`src/rtl/fetch_stage.sv`:
```
// Fetch stage: PC register, BOOT/RUN/HALT control and IF/ID pipeline register.
// Optional FETCH_MISALIGN_TRAP_EN: misaligned redirects halt and set a sticky flag.
module fetch_stage #(
    parameter logic [31:0] RESET_PC = 32'h0000_0000
) (
    input  logic        clk,
    input  logic        rst_n,
    input  logic        stall,
    input  logic        redirect_valid,
    input  logic [31:0] redirect_target,
    output logic [31:0] imem_addr,
    input  logic [31:0] imem_rdata,
    output logic        if_id_valid,
    output logic [31:0] if_id_pc,
    output logic [31:0] if_id_pc_plus4,
    output logic [31:0] if_id_instr,
    output logic        halted,
    output logic        fetch_misaligned
);

    localparam int unsigned XLEN   = 32;
    localparam logic [XLEN-1:0] INSTR_NOP    = 32'h0000_0013;
    localparam logic [XLEN-1:0] INSTR_EBREAK = 32'h0010_0073;

`ifdef FETCH_MISALIGN_TRAP_EN
    localparam bit TRAP_EN = 1'b1;
`else
    localparam bit TRAP_EN = 1'b0;
`endif

    typedef enum logic [1:0] {
        ST_BOOT = 2'd0,
        ST_RUN  = 2'd1,
        ST_HALT = 2'd2
    } state_e;

    state_e            state_q, state_d;
    logic [XLEN-1:0]   pc_q, pc_d;
    logic              valid_q, valid_d;
    logic [XLEN-1:0]   instr_q, instr_d;
    logic [XLEN-1:0]   ipc_q, ipc_d;
    logic [XLEN-1:0]   ip4_q, ip4_d;
    logic              mis_q, mis_d;

    logic [XLEN-1:0]   pc_plus4;
    logic [XLEN-1:0]   target_aligned;
    logic              redir_mis;
    logic              redir_trap;

    assign pc_plus4       = pc_q + XLEN'(4);
    assign redir_mis      = (redirect_target[1:0] != 2'b00);
    assign redir_trap     = TRAP_EN && redir_mis;
    // Low bits are dropped on load; with the trap enabled a misaligned target never loads.
    assign target_aligned = {redirect_target[XLEN-1:2], 2'b00};

    // Next-state and IF/ID update
    always_comb begin
        state_d = state_q;
        pc_d    = pc_q;
        valid_d = valid_q;
        instr_d = instr_q;
        ipc_d   = ipc_q;
        ip4_d   = ip4_q;
        mis_d   = mis_q;
        case (state_q)
            ST_BOOT: begin
                state_d = ST_RUN;
            end
            ST_RUN, ST_HALT: begin
                if (redirect_valid) begin
                    valid_d = 1'b0;
                    instr_d = INSTR_NOP;
                    if (redir_trap) begin
                        state_d = ST_HALT;
                        mis_d   = 1'b1;
                    end else begin
                        state_d = ST_RUN;
                        pc_d    = target_aligned;
                    end
                end else if (state_q == ST_RUN) begin
                    if (!stall) begin
                        valid_d = 1'b1;
                        instr_d = imem_rdata;
                        ipc_d   = pc_q;
                        ip4_d   = pc_plus4;
                        // EBREAK is passed down but the PC parks on it
                        if (imem_rdata == INSTR_EBREAK) begin
                            state_d = ST_HALT;
                        end else begin
                            pc_d = pc_plus4;
                        end
                    end
                end else begin
                    valid_d = 1'b0;
                end
            end
            default: begin
                state_d = ST_BOOT;
            end
        endcase
    end

    always_ff @(posedge clk or negedge rst_n) begin
        if (!rst_n) begin
            state_q <= ST_BOOT;
            pc_q    <= RESET_PC;
            valid_q <= 1'b0;
            instr_q <= INSTR_NOP;
            ipc_q   <= '0;
            ip4_q   <= '0;
            mis_q   <= 1'b0;
        end else begin
            state_q <= state_d;
            pc_q    <= pc_d;
            valid_q <= valid_d;
            instr_q <= instr_d;
            ipc_q   <= ipc_d;
            ip4_q   <= ip4_d;
            mis_q   <= mis_d;
        end
    end

    assign imem_addr        = pc_q;
    assign if_id_valid      = valid_q;
    assign if_id_pc         = ipc_q;
    assign if_id_pc_plus4   = ip4_q;
    assign if_id_instr      = instr_q;
    assign halted           = (state_q == ST_HALT);
    assign fetch_misaligned = mis_q;

endmodule

```
`config.mk`:
```
export PLATFORM = sky130hd
export DESIGN_NAME = fetch_stage
export DESIGN_NICKNAME = d
export VERILOG_FILES = /design/src/rtl/fetch_stage.sv
export SDC_FILE = /design/constraint.sdc
export NUM_CORES = 1
export LEC_CHECK = 0
export BUFFER_PORTS_ARGS = -buffer_cell sky130_fd_sc_hd__clkbuf_2
export CAP_MARGIN = 20
export CORE_ASPECT_RATIO = 1.75
export CORE_MARGIN = 1.5
export CORE_UTILIZATION = 25
export CTS_CLUSTER_SIZE = 28
export DETAILED_ROUTE_END_ITERATION = 10
export PLACE_DENSITY_LB_ADDON = 0.08
export SETUP_SLACK_MARGIN = 0.5
export SKIP_LAST_GASP = 1
export SYNTH_ARGS = -nofsm -noshare
export SYNTH_HDL_FRONTEND = slang
export SYNTH_SLANG_ARGS = --single-unit
```
`constraint.sdc`:
```
create_clock -name clk -period 2.6 [get_ports clk]
set_input_delay 0.13 -clock clk [delete_from_list [all_inputs] [get_ports clk]]
set_output_delay 0.13 -clock clk [all_outputs]
set_load 0.01 [all_outputs]
```
# ---- Yosys cells after proc, flatten, opt, wreduce, memory -nomap -nowiden
# Index checks and enable logic that the tools add are counted.
dict set report totals {
  ff_bits 131
  inputBits 68
  mem_bits_ro 0
  elab_cells 41
  mem_count 0
  latchBits 0
  out_inout_bits 131
  ramBits 0
}
dict set report classes {
  mul 0
  reduce_logical 8
  div 0
  shift 0
  n_mux 15
  n_bitwise 2
  n_lt_le_gt_ge 0
  addsub 1
  eq_ne 9
}
# op count
set op_table {}
lappend op_table {{$mux W32} 7}
lappend op_table {{$add A32 B3 Y32 const B} 1}
lappend op_table {{$eq A32 B21 Y1 const B} 1}
lappend op_table {{$ne A3 B3 Y1 const B} 4}
lappend op_table {{$mux W2} 4}
lappend op_table {{$reduce_and A4 Y1} 2}
lappend op_table {{$reduce_and A3 Y1} 2}
lappend op_table {{$pmux W2 S2} 1}
lappend op_table {{$mux W1} 3}
lappend op_table {{$eq A2 B1 Y1 const B} 1}
lappend op_table {{$eq A2 B2 Y1 const B} 1}
lappend op_table {{$logic_not A2 Y1} 1}
lappend op_table {{$ne A2 B1 Y1 const B} 1}
lappend op_table {{$ne A2 B2 Y1 const B} 1}
lappend op_table {{$not A1 Y1} 2}
lappend op_table {{$reduce_and A2 Y1} 1}
lappend op_table {{$reduce_bool A2 Y1} 1}
lappend op_table {{$reduce_or A2 Y1} 1}

# ---- Depth between registers and ports, before layout
# Gate-level depths: netlist (run 1).
dict set report depth {
  word_depth 6
  mapped_depth 8
  ltp_nobuf 7
}

# ---- Worst setup path before layout (run 1)
# Ideal clock, no wire load.
dict set report synth_timing {
  path_kind {reg2reg}
  startpoint {register state_q[0]}
  endpoint {register pc_q[10] (netlist: imem_addr[10])}
  arrival_time_ps 1909
  path_buffers 1
  setup_time_ps 122
  synth_period_minus_slack_ps 2030
  required_time_ps 2478
  path_stages_with_launch 9
  slack_ps 570
  path_cell_list {dfrtp_1 -> inv_1 -> ha_1 -> inv_1 -> nor2_1 -> a21boi_0 -> clkbuf_1 -> nand2_1 -> a32o_1}
}
dict set report synth_via {
  elab_chain_cells 3
  word_cells_on_any_way 5
  cone_classes {2 x eq/ne; 3 x reduce/logical}
}
# item line
set synth_lines {}
lappend synth_lines {{start, declared} 37} ;# state_e state_q, state_d;
lappend synth_lines {{start signal, assigned} 113} ;# state_q <= state_d;
lappend synth_lines {{$eq A2 B1 Y1 or $eq A2 B2 Y1 (tied branches)} {65, 80}}
lappend synth_lines {{$reduce_bool A2 Y1 (no source line) or $reduce_or A2 Y1 (tied branches)} n/a}
lappend synth_lines {{$reduce_and A4 Y1 (no source line) (*)} n/a}
lappend synth_lines {{end signal, assigned} 114} ;# pc_q <= pc_d;
lappend synth_lines {{end, declared} 38} ;# logic [XLEN-1:0] pc_q, pc_d;
# Mark *: on every way between the ends. The rest lies on a longest branch, timed or not.
# A chain may end at the register's enable or synchronous reset.

# ---- Worst setup path after layout (run 1)
dict set report layout_timing {
  startpoint {register pc_q[12] (netlist: imem_addr[12])}
  endpoint {register pc_q[17] (netlist: imem_addr[17])}
}
dict set report layout_via {
  elab_chain_cells 5
}
# item line
set layout_lines {}
lappend layout_lines {{$add A32 B3 Y32} 50} ;# assign pc_plus4 = pc_q + XLEN'(4);
lappend layout_lines {{$mux W32} 87} ;# if (imem_rdata == INSTR_EBREAK) begin
lappend layout_lines {{$mux W32} 81} ;# if (!stall) begin
lappend layout_lines {{$mux W32} 80} ;# end else if (state_q == ST_RUN) begin
lappend layout_lines {{$mux W32} 70} ;# if (redirect_valid) begin
# No other way between the ends. The select of a mux whose other input is x is not followed.

==> impl_table.tex, run 1 <==
\begin{tabular}{lr}
\hline
Metric & Value \\
\hline
\multicolumn{2}{l}{\textbf{Outcome}} \\
Status & finished, final reports clean \\
\multicolumn{2}{l}{\textbf{Floorplan}} \\
Row count & 74 \\
Die area & 24700 um\^{}2 \\
Height of the die & roughly 210 um \\
Horizontal die dimension & 119 um \\
Initial Utilization & about a quarter \\
Core region area & 23300 um\^{}2 \\
Top-Level Pins & just under 200 \\
\multicolumn{2}{l}{\textbf{CTS}} \\
Clk pin slew, worst setup/hold paths & 0.06 ns \\
Clock insertion delay at the later pin of the skew report & 0.43 ns \\
CTS H-Tree Depth & 4 \\
CTS Buf Count & 17 \\
Number of sinks on the clock net & roughly 130 \\
Clock Root Buffer & clkbuf\_16 \\
Maximum count of clock buffers along a single path & 2 \\
Clock tree from TritonCTS & yes \\
\multicolumn{2}{l}{\textbf{Cells and area}} \\
Final nets & around 860 \\
Signed area change from the synthesized netlist to the final layout & 44.4\% \\
Filler Cells Inserted & 2407 \\
Ratio of cells with drive above 1 in the final layout & between 40 and 50\% \\
Post-Layout Cell Count & roughly 1100 \\
Number of inserted diodes & 0 \\
\multicolumn{2}{l}{\textbf{Flow run}} \\
Count of max-cap constraint violations & 0 \\
\multicolumn{2}{l}{\textbf{STA}} \\
Setup Total Neg Slack & 0 ns \\
Headroom to the max-slew limit & about three fifths \\
Min Tclk post-route & roughly 2 ns \\
Largest clock skew in the final design & $\sim$0.011 ns \\
Setup-violating endpoint count in the final report & 0 \\
Final worst-path cycle share & 76.9\% \\
Final Hold Vio Count & 0 \\
Transition at the pin with the smallest max-transition slack & roughly 0.58 ns \\
Fin. max-slew vios & 0 \\
Setup repair after global routing missed its margin & yes \\
F\_max & between 500 and 600 MHz \\
Worst Hold Slack & between 0.015 and 0.02 ns \\
\multicolumn{2}{l}{\textbf{Hold path}} \\
Destination of the worst hold path & imem\_addr[3]\$\_DFFE\_PN0P\_ \\
WHS Path Cells & 3 \\
Hold Crit Start & redirect\_target[3] \\
Worst hold path type & input port to flip-flop \\
\multicolumn{2}{l}{\textbf{Placed design}} \\
Final weighted congestion of routability-driven global placement & between 0.7 and 0.8 \\
Detailed placement HPWL & about 14000 um \\
Number of placed instances with taps included & roughly 1000 \\
Port-buffer cells & $\sim$190 \\
\multicolumn{2}{l}{\textbf{Drt}} \\
Routed wl met3 & 918 um \\
Total length of routed met2 wires & between 10000 and 15000 um \\
Per-cell via count in the routed design & around 4.7 \\
DRC viols & 0 \\
Detailed Route Iter0 Violations & around 220 \\
Number of nets still failing antenna checks after routing & 0 \\
Via Count & $\sim$5200 \\
Metal1 wirelength & just under 8000 um \\
Per-cell routed wire length & between 15 and 20 um \\
Aggregate routed wire length & slightly below 20000 um \\
Number of detailed-routing iterations run before antenna repair & 4 \\
Top sig layer & met4 \\
\multicolumn{2}{l}{\textbf{Global route}} \\
Wire length of the first global-routing pass & slightly above 30000 um \\
Pin count of the biggest net entering global routing & 88 \\
Number of global-route vias before repair & roughly 5300 \\
Total congestion overflow after global routing & 0 \\
Global router's overall resource usage & between 15 and 20\% \\
Number of antenna violations at the first check in global routing & 0 \\
\multicolumn{2}{l}{\textbf{Power}} \\
Portion of total power attributed to combinational logic & a little over a third \\
Switch Pwr & between 3 and 4 mW \\
Total power draw & between 9 and 10 mW \\
Cell Pwr Density & 1140 nW/um\^{}2 \\
IR drop worst, VDD & 423 uV \\
Switching part of the total power & $\sim$38\% \\
Int Power & between 6 and 7 mW \\
Part of the power in registers & 37.4\% \\
Clock network power share & roughly 26\% \\
Lkg Pwr & 3.90 nW \\
\multicolumn{2}{l}{\textbf{Setup path}} \\
Depth of the most critical reg-to-reg path & 7 \\
Max Fanout on Critical Path & 7 \\
Worst EP required & 2.89 ns \\
Endpoint arrival time on the critical path & 2.28 ns \\
Endpoint of the worst-slack reg-to-reg timing path & imem\_addr[17]\$\_DFFE\_PN0P\_ \\
Worst setup EP type & flip-flop \\
Critical Path Start Type & flip-flop \\
Reg-to-reg startpoint & imem\_addr[12]\$\_DFFE\_PN0P\_ \\
Type of the worst setup path & flip-flop to flip-flop \\
Worst R2R Setup Slack & $\sim$0.60 ns \\
\multicolumn{2}{l}{\textbf{Synthesis}} \\
Most numerous cell in the Yosys netlist & dfrtp\_1 \\
Largest area contributor in the netlist & dfrtp\_1 \\
List of most frequent post-synthesis cells & dfrtp\_1, nor2\_1, a21oi\_1, a22o\_1 \\
Register area share after synthesis & between 50 and 60\% \\
Count of different cell masters after synthesis & 64 \\
Post-synth ARST share & 100\% \\
Netlist area before placement & 5940 um\^{}2 \\
Top\_reg\_cell synth & dfrtp\_1 \\
Synthesis-stage register bit count & between 100 and 150 \\
Mean cell area of the mapped netlist & $\sim$11 um\^{}2 \\
Number of warnings reported in the yosys synthesis log & 0 \\
Post-synthesis instance total & 526 \\
Number of enable-type register cells in the synthesized netlist & 0 \\
Largest cells by area after synthesis & dfrtp\_1, mux2\_2, a22o\_1 \\
Proportion of netlist area held by the largest area contributor & around 51\% \\
\hline
\end{tabular}
-- placed cells by master (no fill, tap or decap), types with 4 or more instances in the layout --
master,n
clkbuf_2,188
dfrtp_1,112
dlygate4sd3_1,48
nor2_1,38
a21oi_1,37
a22o_1,35
mux2_2,32
buf_4,31
nand2_1,30
clkbuf_16,17
xor2_1,14
xnor2_1,14
o211ai_1,14
nand3_1,11
dfrtp_2,10
inv_1,9
o311ai_0,8
nor4_1,7
conb_1,7
nand4_1,6
a32o_1,6
o21ai_0,6
and3_1,5
clkbuf_8,5
nor4_4,4
nor3_1,4
o311ai_1,4
o22a_1,4
ha_1,4
clkinvlp_4,4
-- worst max-delay path, stage by stage (launching register included) --
cell and delay (ns):
dfrtp_2 0.44, nand3_2 0.17, nor4_4 0.30, buf_4 0.19, buf_4 0.12, or2b_2 0.32
o211ai_1 0.18, o311ai_0 0.14
-- worst max-delay path by stage --
stage                              start                   endpoint  slack (ns)  depth (start not counted)
3_3_place_gp   imem_addr[13]$_DFFE_PN0P_  imem_addr[26]$_DFFE_PN0P_        0.28                          5
6_report       imem_addr[12]$_DFFE_PN0P_  imem_addr[17]$_DFFE_PN0P_        0.60                          7
2_1_floorplan     state_q[0]$_DFFE_PN0P_  imem_addr[10]$_DFFE_PN0P_        0.57                          8
3_5_place_dp      state_q[1]$_DFFE_PN0P_  imem_addr[21]$_DFFE_PN0P_        0.22                          8
4_1_cts         imem_addr[9]$_DFFE_PN0P_  imem_addr[23]$_DFFE_PN0P_        0.51                          6
5_1_grt         imem_addr[4]$_DFFE_PN0P_  imem_addr[17]$_DFFE_PN0P_        0.48                          7
-- cells by family after synthesis --
logic type	count (synthesis)	synth area share, %
AO/OA/AOI/OAI	133	16.4
adder cells (fa/ha/maj)	6	1.26
other	1	0.0632
XOR/XNOR	28	4.13
multiplexers	35	6.58
buffers and inverters	48	3.98
flip-flops	125	52.8
AND/OR/NAND/NOR	150	14.8
-- flip-flops by register name (all words and copies together) (netlist names) --
signal and count:
if_id_instr 32, if_id_pc 30, if_id_pc_plus4 30, if_id_valid 1, imem_addr 30, state_q 2
-- stage by stage --
stage / worst slack (ns) / cell area, um^2 / utilization, %
3_5_place_dp: 0.218 / 7300 / 31.3
3_3_place_gp: 0.281 / 7300 / 31.3
5_1_grt: 0.475 / 8570 / 36.7
6_report: 0.602 / 8570 / 36.7
4_1_cts: 0.507 / 8480 / 36.3
2_1_floorplan: 0.570 / 5960 / -
-- timing repair --
action / 4_1_cts / 5_1_grt
gates resized for setup: 7 / 24
endpoints found under the setup margin: 36 / 31
pin swaps: 3 / 0
hold buffers: 48 / 0
setup buffers: 6 / 4
endpoints found under the hold margin: 94 / 0
-- metal layers --
| metal | track usage, % | vias up |
|---|---|---|
| met5 | 0 | - |
| met4 | 6.42 | 0 |
| met3 | 3.68 | 21 |
| met2 | 29.3 | 156 |
| met1 | 18.4 | 2562 |
| li1 | - | 2453 |
-- layout make-up --
cell class                      count  area (um^2)  share of cell area [%]
Sequential cell                   125         3140                    36.7
Inverter                            9         33.8                   0.394
Multi-Input combinational cell    359         2680                    31.3
Clock buffer                       22          494                    5.76
Clock inverter                     10          135                    1.58
Tap cell                          304          380                    4.44
Timing Repair Buffer              270         1710                    19.9
-- power groups by stage --
| stage | registers (mW) | logic, mW | clock network (mW) |
|---|---|---|---|
| 6_report | 3.67 | 3.59 | 2.54 |
| 5_1_grt | 3.82 | 3.95 | 2.71 |
| 4_1_cts | 3.67 | 3.59 | 2.63 |
| 3_5_place_dp | 3.69 | 3.51 | 0 |
| 2_1_floorplan | 3.83 | 1.67 | 0 |
| 3_3_place_gp | 3.65 | 3.47 | 0 |
Note: power is estimated with default switching activity, not from simulation.
==> run 2, diff against run 1 <==
--- a/config.mk
+++ b/config.mk
@@ -5,6 +5,7 @@
 export SDC_FILE = /design/constraint.sdc
 export NUM_CORES = 1
 export LEC_CHECK = 0
+export ABC_AREA = 1
 export BUFFER_PORTS_ARGS = -buffer_cell sky130_fd_sc_hd__clkbuf_2
 export CAP_MARGIN = 20
 export CORE_ASPECT_RATIO = 1.75
==> constraint.sdc (replaced) <==
create_clock -name clk -period 1.6 [get_ports clk]
set_input_delay 0.08 -clock clk [delete_from_list [all_inputs] [get_ports clk]]
set_output_delay 0.08 -clock clk [all_outputs]
set_load 0.01 [all_outputs]
==> impl_table.tex, run 2 <==
\begin{tabular}{lr}
\hline
Metric & Value \\
\hline
\multicolumn{2}{l}{\textbf{Outcome}} \\
Status & finished, final reports clean (unchanged) \\
\multicolumn{2}{l}{\textbf{Hold path}} \\
Worst hold path type & input port to flip-flop (unchanged) \\
WHS Path Cells & 4 (was 3) \\
Destination of the worst hold path & imem\_addr[20]\$\_DFFE\_PN0P\_ (was imem\_addr[3]\$\_DFFE\_PN0P\_) \\
Hold Crit Start & redirect\_target[20] (was redirect\_target[3]) \\
\multicolumn{2}{l}{\textbf{Setup path}} \\
Critical Path Start Type & flip-flop (unchanged) \\
Endpoint of the worst-slack reg-to-reg timing path & imem\_addr[16]\$\_DFFE\_PN0P\_ (was imem\_addr[17]\$\_DFFE\_PN0P\_) \\
Reg-to-reg startpoint & imem\_addr[8]\$\_DFFE\_PN0P\_ (was imem\_addr[12]\$\_DFFE\_PN0P\_) \\
Worst EP required & 1.92 ns (was 2.89 ns) \\
Depth of the most critical reg-to-reg path & 7 (unchanged) \\
Type of the worst setup path & flip-flop to flip-flop (unchanged) \\
Worst R2R Setup Slack & 0.02 ns (was 0.60 ns) \\
Max Fanout on Critical Path & 3 (was 7) \\
Worst setup EP type & flip-flop (unchanged) \\
Endpoint arrival time on the critical path & 1.90 ns (was 2.28 ns) \\
\multicolumn{2}{l}{\textbf{Floorplan}} \\
Row count & 76 (was 74) \\
Initial Utilization & 25.5\% (was 25.4\%) \\
Height of the die & 213 um (was 207 um) \\
Top-Level Pins & 199 (unchanged) \\
Die area & 26200 um\^{}2 (was 24700 um\^{}2) \\
Core region area & 24600 um\^{}2 (was 23300 um\^{}2) \\
Horizontal die dimension & 123 um (was 119 um) \\
\multicolumn{2}{l}{\textbf{Synthesis}} \\
Mean cell area of the mapped netlist & 7.97 um\^{}2 (was 11.3 um\^{}2) \\
Register area share after synthesis & 49.8\% (was 52.8\%) \\
Synthesis-stage register bit count & 125 (unchanged) \\
Netlist area before placement & 6290 um\^{}2 (was 5940 um\^{}2) \\
Number of enable-type register cells in the synthesized netlist & 0 (unchanged) \\
Post-synth ARST share & 100\% (unchanged) \\
Post-synthesis instance total & 789 (was 526) \\
Proportion of netlist area held by the largest area contributor & 48.5\% (was 51.4\%) \\
Most numerous cell in the Yosys netlist & nand2\_1 (was dfrtp\_1) \\
List of most frequent post-synthesis cells & nand2\_1, dfrtp\_1, inv\_1, o21ai\_0, nand3\_1 (was dfrtp\_1, nor2\_1, a21oi\_1, a22o\_1) \\
Top\_reg\_cell synth & dfrtp\_1 (unchanged) \\
Number of warnings reported in the yosys synthesis log & 0 (unchanged) \\
Largest cells by area after synthesis & dfrtp\_1, nand2\_1, o21ai\_0 (was dfrtp\_1, mux2\_2, a22o\_1) \\
Count of different cell masters after synthesis & 32 (was 64) \\
Largest area contributor in the netlist & dfrtp\_1 (unchanged) \\
\multicolumn{2}{l}{\textbf{Global route}} \\
Pin count of the biggest net entering global routing & 40 (was 88) \\
Global router's overall resource usage & 20.3\% (was 16.2\%) \\
Number of global-route vias before repair & 6599 (was 5263) \\
Wire length of the first global-routing pass & 38400 um (was 30400 um) \\
Number of antenna violations at the first check in global routing & 0 (unchanged) \\
Total congestion overflow after global routing & 0 (unchanged) \\
\multicolumn{2}{l}{\textbf{STA}} \\
Setup repair after global routing missed its margin & yes (unchanged) \\
Min Tclk post-route & 1.58 ns (was 2.00 ns) \\
Final Hold Vio Count & 0 (unchanged) \\
Fin. max-slew vios & 0 (unchanged) \\
F\_max & 632 MHz (was 500 MHz) \\
Largest clock skew in the final design & 0.00761 ns (was 0.0108 ns) \\
Worst Hold Slack & 0.00147 ns (was 0.0192 ns) \\
Final worst-path cycle share & 98.9\% (was 76.9\%) \\
Setup-violating endpoint count in the final report & 0 (unchanged) \\
\multicolumn{2}{l}{\textbf{Power}} \\
Clock network power share & 20.7\% (was 25.9\%) \\
Cell Pwr Density & 1840 nW/um\^{}2 (was 1140 nW/um\^{}2) \\
Int Power & 12.8 mW (was 6.11 mW) \\
Portion of total power attributed to combinational logic & 50.7\% (was 36.6\%) \\
Switching part of the total power & 39.2\% (was 37.8\%) \\
IR drop worst, VDD & 880 uV (was 423 uV) \\
Part of the power in registers & 28.6\% (was 37.4\%) \\
Lkg Pwr & 5.61 nW (was 3.90 nW) \\
Switch Pwr & 8.27 mW (was 3.70 mW) \\
Total power draw & 21.1 mW (was 9.81 mW) \\
\multicolumn{2}{l}{\textbf{Drt}} \\
Via Count & 6611 (was 5192) \\
Number of detailed-routing iterations run before antenna repair & 4 (unchanged) \\
Per-cell via count in the routed design & 4.49 (was 4.72) \\
Aggregate routed wire length & 26900 um (was 19500 um) \\
DRC viols & 0 (unchanged) \\
Number of nets still failing antenna checks after routing & 0 (unchanged) \\
Detailed Route Iter0 Violations & 195 (was 222) \\
Per-cell routed wire length & 18.3 um (was 17.8 um) \\
\multicolumn{2}{l}{\textbf{CTS}} \\
Clock Root Buffer & clkbuf\_16 (unchanged) \\
Number of sinks on the clock net & 125 (unchanged) \\
Clock tree from TritonCTS & yes (unchanged) \\
CTS Buf Count & 17 (unchanged) \\
CTS H-Tree Depth & 4 (unchanged) \\
Clock insertion delay at the later pin of the skew report & 0.43 ns (about the same) \\
Clk pin slew, worst setup/hold paths & 0.06 ns (about the same) \\
Maximum count of clock buffers along a single path & 2 (unchanged) \\
\multicolumn{2}{l}{\textbf{Placed design}} \\
Port-buffer cells & 189 (unchanged) \\
Detailed placement HPWL & 17600 um (was 14100 um) \\
Final weighted congestion of routability-driven global placement & 0.792 (was 0.721) \\
\multicolumn{2}{l}{\textbf{Cells and area}} \\
Number of inserted diodes & 0 (unchanged) \\
Ratio of cells with drive above 1 in the final layout & 50.6\% (was 42.1\%) \\
Signed area change from the synthesized netlist to the final layout & 82.0\% (was 44.4\%) \\
Top library cells by usage in the layout, fill and taps aside & nand2\_1, clkbuf\_2, dfrtp\_1 (was clkbuf\_2, dfrtp\_1, dlygate4sd3\_1) \\
Commonest non-fill, non-tap cell in the layout & nand2\_1 (was clkbuf\_2) \\
Final nets & 1223 (was 856) \\
Max FFs per register & 32 (unchanged) \\
\multicolumn{2}{l}{\textbf{Flow run}} \\
Count of max-cap constraint violations & 0 (unchanged) \\
\hline
\end{tabular}
run 2: changes by cell type in the layout (fill, tap and decap cells not counted), moves of 30 or more:
cell     previous run  this run
mux2_2             32         0
nand2_1            30       174
buf_6               1        55
nand2_2             2        49
o21ai_1             3        33
inv_1               9        73
a21oi_1            37         1
o21ai_2             1        57
nand3_1            11        55
a22o_1             35         3
run 2: area by class of cell:
| cell class | instances | area [um^2] |
|---|---|---|
| clock buffers | 23 | 508 |
| repair buffers | 374 | 3420 |
| well taps | 312 | 390 |
| flip-flops and latches | 125 | 3140 |
| multi-input cells | 548 | 3500 |
| fillers | 2478 | 13200 |
| clock inverters | 9 | 155 |
| inverters | 83 | 327 |
run 2: worst max-delay path, stage by stage, from the launching register on:
cell	delay, ns
dfrtp_1	0.42
nand2_1	0.16
nor2_2	0.17
nand2_1	0.13
o21ai_2	0.29
nand3_1	0.17
nand3_4	0.09
nand2_2	0.05
run 2: repair_timing:
action                                  in CTS  in global routing
setup buffers                               29                 17
cloned                                      15                  8
resized for setup                          131                206
hold buffers                                56                  0
pin swaps                                   21                 34
endpoints found under the hold margin      170                  0
endpoints found under the setup margin     160                161
run 2: metal layers:
layer  wire length, um  up-vias  global-route usage [%]
li1                  -     3233                       -
met1              9770     3177                    21.6
met2             14900      162                    37.4
met3              1140       39                    4.33
met4              1080        0                    9.54
met5                 0        -                       0
run 2: logic make-up after synthesis:
logic type,after synthesis,share of synthesized area (%)
AND/OR/NAND/NOR,408,28.4
flip-flops,125,49.8
buffers and inverters,122,8.67
AO/OA/AOI/OAI,119,10.8
XOR/XNOR,8,1.11
adder cells (fa/ha/maj),6,1.19
other,1,0.0596
run 2: power by group through the flow:
stage	Clock (mW)	Sequential (mW)	Combinational [mW]
3_3_place_gp	0	5.83	7.31
2_1_floorplan	0	6.41	3.13
3_5_place_dp	0	5.82	7.35
5_1_grt	4.58	6.23	11.6
6_report	4.36	6.05	10.7
4_1_cts	4.48	5.88	9.16
run 2: how the worst max path moves through the flow:
stage	start	to	cells past startpoint
2_1_floorplan	imem_addr[3]$_DFFE_PN0P_	imem_addr[26]$_DFFE_PN0P_	10
3_3_place_gp	imem_addr[20]$_DFFE_PN0P_	imem_addr[29]$_DFFE_PN0P_	9
3_5_place_dp	imem_addr[16]$_DFFE_PN0P_	imem_addr[26]$_DFFE_PN0P_	9
4_1_cts	imem_addr[2]$_DFFE_PN0P_	imem_addr[26]$_DFFE_PN0P_	10
5_1_grt	imem_addr[10]$_DFFE_PN0P_	imem_addr[17]$_DFFE_PN0P_	9
6_report	imem_addr[8]$_DFFE_PN0P_	imem_addr[16]$_DFFE_PN0P_	7
run 2: stage by stage:
step                instance area, um^2  std cells  util, %  TNS, ns  setup WS (ns)
CTS                               10400       1449     42.3        0         0.0538
global placement                   8080       1317     32.8        0        0.00869
finish                            11400       1474     46.5        0         0.0177
global route                      11400       1474     46.5   -0.747        -0.0788
detailed placement                 8080       1317     32.8        0        0.00173
floorplan                          6530        795        -        0          0.149
